`src/rtl/video_fetch_sched_pkg.sv`:
```
// video_defs: shared definitions for the video fetch scheduler.
//   WPL_*          words fetched per line for each screen mode
//   state_t        scheduler state encoding (IDLE / FETCH / DRAIN)
//   words_per_line decodes the one-hot mode inputs into a word count
package video_defs;

  localparam int WPL_ZX   = 32;
  localparam int WPL_PHM  = 32;
  localparam int WPL_P16C = 64;
  localparam int WPL_AG   = 80;
  localparam int WPL_ATXT = 80;

  typedef enum logic [1:0] {
    IDLE  = 2'd0,
    FETCH = 2'd1,
    DRAIN = 2'd2
  } state_t;

  // Zero means "no mode selected": the line is not started.
  function automatic logic [6:0] words_per_line(input logic zx, input logic phm,
                                                input logic p16c, input logic ag,
                                                input logic atxt);
    if (zx)   return 7'(WPL_ZX);
    if (phm)  return 7'(WPL_PHM);
    if (p16c) return 7'(WPL_P16C);
    if (ag)   return 7'(WPL_AG);
    if (atxt) return 7'(WPL_ATXT);
    return 7'd0;
  endfunction

endpackage

```
`src/rtl/video_fetch_sched_fifo.sv`:
```
// video_fifo: DEPTH x DW word buffer between DRAM return and the serializer.
//   clk, rst        clock, asynchronous active-high reset
//   flush           empties the buffer (pointers and count to zero)
//   push, wdata     write at tail; ignored while full or flushing
//   pop             advance head; ignored while empty or flushing
//   rdata           registered head word, valid while !empty
//   empty, used     occupancy
module video_fifo #(
  parameter int DEPTH = 4,
  parameter int DW    = 16
) (
  input  logic                       clk,
  input  logic                       rst,
  input  logic                       flush,
  input  logic                       push,
  input  logic [DW-1:0]              wdata,
  input  logic                       pop,
  output logic [DW-1:0]              rdata,
  output logic                       empty,
  output logic [$clog2(DEPTH):0]     used
);

  localparam int AW = $clog2(DEPTH);
  localparam int CW = AW + 1;

  logic [DW-1:0] mem [DEPTH];
  logic [AW-1:0] wr_ptr, rd_ptr, rd_ptr_n;
  logic [CW-1:0] used_n;
  logic          push_ok, pop_ok;

  assign push_ok  = push && !flush && (used != CW'(DEPTH));
  assign pop_ok   = pop && !flush && (used != '0);
  assign rd_ptr_n = rd_ptr + AW'(pop_ok);
  assign empty    = (used == '0);

  always_comb begin
    used_n = used;
    if (flush)                 used_n = '0;
    else if (push_ok && !pop_ok) used_n = used + CW'(1);
    else if (!push_ok && pop_ok) used_n = used - CW'(1);
  end

  always_ff @(posedge clk or posedge rst) begin
    if (rst) begin
      wr_ptr <= '0;
      rd_ptr <= '0;
      used   <= '0;
      rdata  <= '0;
    end else if (flush) begin
      wr_ptr <= '0;
      rd_ptr <= '0;
      used   <= '0;
    end else begin
      if (push_ok) wr_ptr <= wr_ptr + AW'(1);
      rd_ptr <= rd_ptr_n;
      used   <= used_n;
      // Head register tracks the word at the next head pointer. A word being
      // written into the head slot this cycle is taken from wdata so it shows
      // one cycle after the strobe. While empty the head holds its last value.
      if (used_n != '0)
        rdata <= (push_ok && (wr_ptr == rd_ptr_n)) ? wdata : mem[rd_ptr_n];
    end
  end

  always_ff @(posedge clk) begin
    if (push_ok) mem[wr_ptr] <= wdata;
  end

endmodule

```
`src/rtl/video_fetch_sched.sv`:
```
// video_fetch_sched: per-line video DRAM fetch scheduler with return buffer.
//   line_start/vpix  start a line (vpix sampled with line_start)
//   int_start        frame start: clears flags, flushes, returns to IDLE
//   mode_*           one-hot screen mode, selects words per line
//   video_req        request to arbiter (registered decode, credit limited)
//   video_next       arbiter accepted the request this cycle
//   video_strobe     dram_rddata valid, returns in request order
//   fifo_rd          serializer pop; fifo_rdata/fifo_empty head view
//   busy, underrun, overrun  status; dbg_state exposes the FSM state
//
// Handshake: a request transfers only in a cycle where video_req and
// video_next are both high; video_next while video_req is low is ignored.
// Each transfer produces exactly one later video_strobe. fifo_rd pops only
// when fifo_empty is low; a pop on empty only raises underrun.
module video_fetch_sched
  import video_defs::*;
#(
  parameter int DEPTH = 4,
  parameter int DW    = 16
) (
  input  logic          clk,
  input  logic          rst,
  input  logic          line_start,
  input  logic          vpix,
  input  logic          int_start,
  input  logic          mode_zx,
  input  logic          mode_p_hmclr,
  input  logic          mode_p_16c,
  input  logic          mode_ag,
  input  logic          mode_a_text,
  output logic          video_req,
  input  logic          video_next,
  input  logic          video_strobe,
  input  logic [DW-1:0] dram_rddata,
  input  logic          fifo_rd,
  output logic [DW-1:0] fifo_rdata,
  output logic          fifo_empty,
  output logic          busy,
  output logic          underrun,
  output logic          overrun,
  output logic [1:0]    dbg_state
);

  localparam int CW  = $clog2(DEPTH) + 1;
  localparam int SW  = CW + 1;
  // Discard can briefly exceed DEPTH after back-to-back restarts, so it
  // gets one extra bit of headroom.
  localparam int DCW = CW + 1;

  state_t         state, state_n;
  logic [6:0]     remain, words;
  logic [CW-1:0]  outst, outst_adj, used;
  logic [DCW-1:0] discard;
  logic           line_go, start_ok, restart, flush;
  logic           next_ok, strobe_drop, strobe_take;

  assign words       = words_per_line(mode_zx, mode_p_hmclr, mode_p_16c, mode_ag, mode_a_text);
  assign line_go     = line_start & vpix;
  assign start_ok    = line_go & (words != 7'd0);
  assign restart     = line_go & (state != IDLE);
  assign flush       = int_start | restart;
  assign next_ok     = video_next & video_req;
  assign strobe_drop = video_strobe & (discard != '0);
  assign strobe_take = video_strobe & (discard == '0) & (outst != '0);
  // A same-cycle strobe is accounted against outst before any transfer.
  assign outst_adj   = outst - CW'(strobe_take);

  video_fifo #(.DEPTH(DEPTH), .DW(DW)) u_fifo (
    .clk   (clk),
    .rst   (rst),
    .flush (flush),
    .push  (strobe_take),
    .wdata (dram_rddata),
    .pop   (fifo_rd),
    .rdata (fifo_rdata),
    .empty (fifo_empty),
    .used  (used)
  );

  // State register
  always_ff @(posedge clk or posedge rst) begin
    if (rst) state <= IDLE;
    else     state <= state_n;
  end

  // Next-state logic; frame start and line restart override normal flow.
  always_comb begin
    state_n = state;
    case (state)
      IDLE:    if (start_ok) state_n = FETCH;
      FETCH:   if (remain == 7'd0) state_n = DRAIN;
      DRAIN:   if (outst == '0) state_n = IDLE;
      default: state_n = IDLE;
    endcase
    if (int_start)    state_n = start_ok ? FETCH : IDLE;
    else if (restart) state_n = FETCH;
  end

  // Outputs, decoded from registers only
  always_comb begin
    busy      = (state != IDLE);
    video_req = (state == FETCH) && (remain != 7'd0) &&
                ((SW'(used) + SW'(outst)) < SW'(DEPTH));
    dbg_state = state;
  end

  // Counters and sticky flags
  always_ff @(posedge clk or posedge rst) begin
    if (rst) begin
      remain   <= '0;
      outst    <= '0;
      discard  <= '0;
      underrun <= 1'b0;
      overrun  <= 1'b0;
    end else begin
      if (flush) begin
        // Everything still in flight (plus a grant this cycle) belongs to
        // the abandoned line and must be dropped on return.
        outst   <= '0;
        discard <= discard - DCW'(strobe_drop) + DCW'(outst_adj) + DCW'(next_ok);
        remain  <= line_go ? words : 7'd0;
      end else begin
        outst   <= outst_adj + CW'(next_ok);
        discard <= discard - DCW'(strobe_drop);
        if (start_ok && (state == IDLE)) remain <= words;
        else if (next_ok)                remain <= remain - 7'd1;
      end
      if (int_start) begin
        underrun <= 1'b0;
        overrun  <= 1'b0;
      end else begin
        if (fifo_rd && fifo_empty) underrun <= 1'b1;
        if (restart)               overrun  <= 1'b1;
      end
    end
  end

endmodule

```
`config.mk`:
```
export PLATFORM = sky130hd
export DESIGN_NAME = video_fetch_sched
export DESIGN_NICKNAME = d
export VERILOG_FILES = /design/src/rtl/video_fetch_sched_pkg.sv /design/src/rtl/video_fetch_sched_fifo.sv /design/src/rtl/video_fetch_sched.sv
export SDC_FILE = /design/constraint.sdc
export NUM_CORES = 1
export LEC_CHECK = 0
export CORE_MARGIN = 10
export CORE_UTILIZATION = 55
export CTS_BUF_LIST = sky130_fd_sc_hd__clkbuf_4 sky130_fd_sc_hd__clkbuf_8
export CTS_CLUSTER_SIZE = 16
export DETAILED_ROUTE_END_ITERATION = 16
export GPL_TIMING_DRIVEN = 0
export PLACE_DENSITY = 0.78
export RECOVER_POWER = 50
export SYNTH_ARGS = -nofsm -noshare
export SYNTH_HDL_FRONTEND = slang
export SYNTH_SLANG_ARGS = --single-unit
```
`constraint.sdc`:
```
create_clock -name clk -period 4.2 [get_ports clk]
set_input_delay 1.05 -clock clk [delete_from_list [all_inputs] [get_ports clk]]
set_output_delay 1.05 -clock clk [all_outputs]
set_load 0.05 [all_outputs]
```
==> results.tsv <==
metric	value	unit
outcome	completed	
dp_slack	-0.9402	ns
synth.most_common_cell	edfxtp_1	
dp.final_hpwl	6652	µm
grt-ovfl-total	0	
num_vias	2886	
dpl-instance-area	5697	µm²
holdBufCountCts	0	
track_usage	14.96	%
nets	455	
power_density	565.7	nW/µm²
worstSkewPairLatency	0.36	ns
synth_mux_area_share	15.29	%
h-tree-depth	3	
ys_seq_area_share	58.59	%
avgSynthCellArea	14.71	µm²
drt_pass1_iterations	4	
p_leak	2.248	nW
drv_cap	0	
cts_made_buffers	9	
fmax	252.6	MHz
p_total	3.315	mW
port_buffers	51	
drc	0	
grt_max_degree	25	
worstSetupPathType	in2reg	
critPathArrivalTime	4.21	ns
die_y	115.6	µm
syn_nets	393	
synth_area_leaders	edfxtp_1 38%, dfrtp_1 20%, mux4_2 7.2%, mux2_2 5.1%, ha_1 5.0%	
fin_ws	0.2417	ns
syn-cell-area	5031	µm²
synthCells	342	
start_kind	input port	
finalCritPeriodShare	94.25	%
antenna_left	0	
synth_compound_area_share	6.093	%
area_delta_synth_final	16.49	%
die_w	115.6	µm
synth_edf_count	64	
fin_skew	0.01440	ns
design_area	5861	µm²
tightest_slew	1.445	ns
grt_pass1_vias	3097	
drive_gt1_share	20.78	%
fillers	625	
num_rows	34	
synth_top_flop_cell	edfxtp_1	
start_util	57.13	%
synthAdderAreaFrac	5.770	%
yosys.cell_types.count	57	
drt-initial-drc-count	239	
max_slew_margin	3.661	%
detail_route.wl_per_cell	18.17	µm
die_area	13370	µm²
core-area	8806	µm²
rsz0062_at_grt	false	
setup_viol_count_final	0	
cts_resized	4	
io_pins	52	
end_kind	flip-flop	
synth_xor_area_share	2.959	%
synth-simple-area-share	8.630	%
fin_crit	3.958	ns
critPathRequiredTime	4.45	ns
yosysWarnings	0	
synth_commonest_cells	64 x edfxtp_1, 41 x dfrtp_1, 29 x nor2_1, 23 x mux2_2	
gp_congestion	0.8669	
totalWireLength	9412	µm
yosysTopAreaCellShare	38.20	%
synth_seq_cells	105	
vdd_ir_drop_max	0.3081	mV
yosysTopAreaCell	edfxtp_1	
final_util	66.55	%
place.detailed.instances	502	
hold_class	reg2reg	
clkSinkCount	105	
async_flop_share	39.05	%
finalMaxSlewViolations	0	
grt_pass1_wl	15790	µm
root_buffer	clkbuf_8	
antenna_found_initial	0	
instances_no_fill	518	
post_cts_buffers	0	
worstPathMaxFanout	19	
hold_violations	0	
clk_pin_slew	0.10	ns
synth_top_family_by_area	multiplexers	
clockBufferDepth	2	
cts_tree	yes	
via_per_inst	5.571	
## logic make-up after synthesis
kind of cell / after synthesis
AOI/OAI and AO/OA: 40
xor gates and xnor gates: 17
adders and majority gates: 22
buffers and inverters: 30
DFF: 105
muxes: 49
and+or+nand+nor: 79
## registers in the layout, indices dropped and copies added, names as in the netlist
signal / cells
outst: 3
u_fifo.rdata: 16
dbg_state: 2
u_fifo.mem: 64
u_fifo.rd_ptr: 2
underrun: 1
u_fifo.wr_ptr: 2
overrun: 1
discard: 4
remain: 7
u_fifo.used: 3
## critical path, cell delays in order
cell	delay, ns
dlygate4sd3_1	0.68
or2_0	0.18
buf_6	0.20
nor2_1	0.07
ha_1	0.26
buf_2	0.27
buf_2	0.38
mux4_2	0.56
mux2_2	0.28
mux2_4	0.26
## where the power goes
part | switching, mW | internal, mW | total, mW | leakage (nW)
Sequential | 0.106 | 1.23 | 1.33 | 1.09
Combinational | 0.795 | 0.615 | 1.41 | 1.07
Clock | 0.350 | 0.221 | 0.571 | 0.0872
## area by class of cell
| type | count | area, µm² | area share (%) |
|---|---|---|---|
| sequential | 105 | 2948 | 50.30 |
| multi-input combinational | 207 | 1952 | 33.30 |
| timing repair buffer | 52 | 514.2 | 8.775 |
| tap | 108 | 135.1 | 2.306 |
| clock buffer | 9 | 123.9 | 2.114 |
| inverter | 21 | 78.83 | 1.345 |
| buffer | 8 | 53.80 | 0.9180 |
| clock inverter | 7 | 52.55 | 0.8967 |
| antenna | 1 | 2.502 | 0.04270 |
## cell usage in the layout, fill, tap and decap left out, drive strengths merged, types with 7 or more instances in the layout
cell type | Yosys | layout
nor2 | 29 | 29
xor2 | 7 | 7
a21oi | 11 | 11
and2 | 7 | 7
inv | 21 | 24
mux2 | 33 | 33
edfxtp | 64 | 64
clkbuf | 3 | 13
dfrtp | 41 | 41
xnor2 | 10 | 10
ha | 20 | 20
dlygate4sd3 | 0 | 21
mux4 | 16 | 16
nand2 | 16 | 16
nor3 | 7 | 7
clkdlybuf4s50 | 0 | 30
## per-layer routing
metal / share of wire (%) / wire length [µm] / GRT usage, % / vias up
li1: - / - / - / 1399
met1: 44 / 4145 / 19.38 / 1433
met2: 51 / 4782 / 24.79 / 50
met3: 4.6 / 436 / 4.134 / 4
met4: 0.51 / 48 / 3.086 / 0
met5: 0 / 0 / 0 / -
## per-stage QoR
step	TNS (ns)	hold slack, ns
floorplan	0	0.5268
global placement	-11.28	0.4857
finish	0	0.5150
global route	0	0.5294
detailed placement	-11.00	0.4947
CTS	0	0.5227
## worst paths after layout
kind                                  start          endpoint  slack [ns]  cells after the start
setup reg to reg             u_fifo.used[0]   u_fifo.rdata[0]        0.72                     11
hold reg to reg            u_fifo.rdata[14]  u_fifo.rdata[14]        0.51                      1
hold / removal             u_fifo.rdata[14]  u_fifo.rdata[14]        0.51                      1
max in group asynchronous               rst  u_fifo.rd_ptr[0]        1.19                      3
min in group asynchronous               rst   u_fifo.rdata[5]        1.24                      2
setup / recovery                  int_start   u_fifo.rdata[0]        0.24                     10
Power figures use the tool's default switching activity.
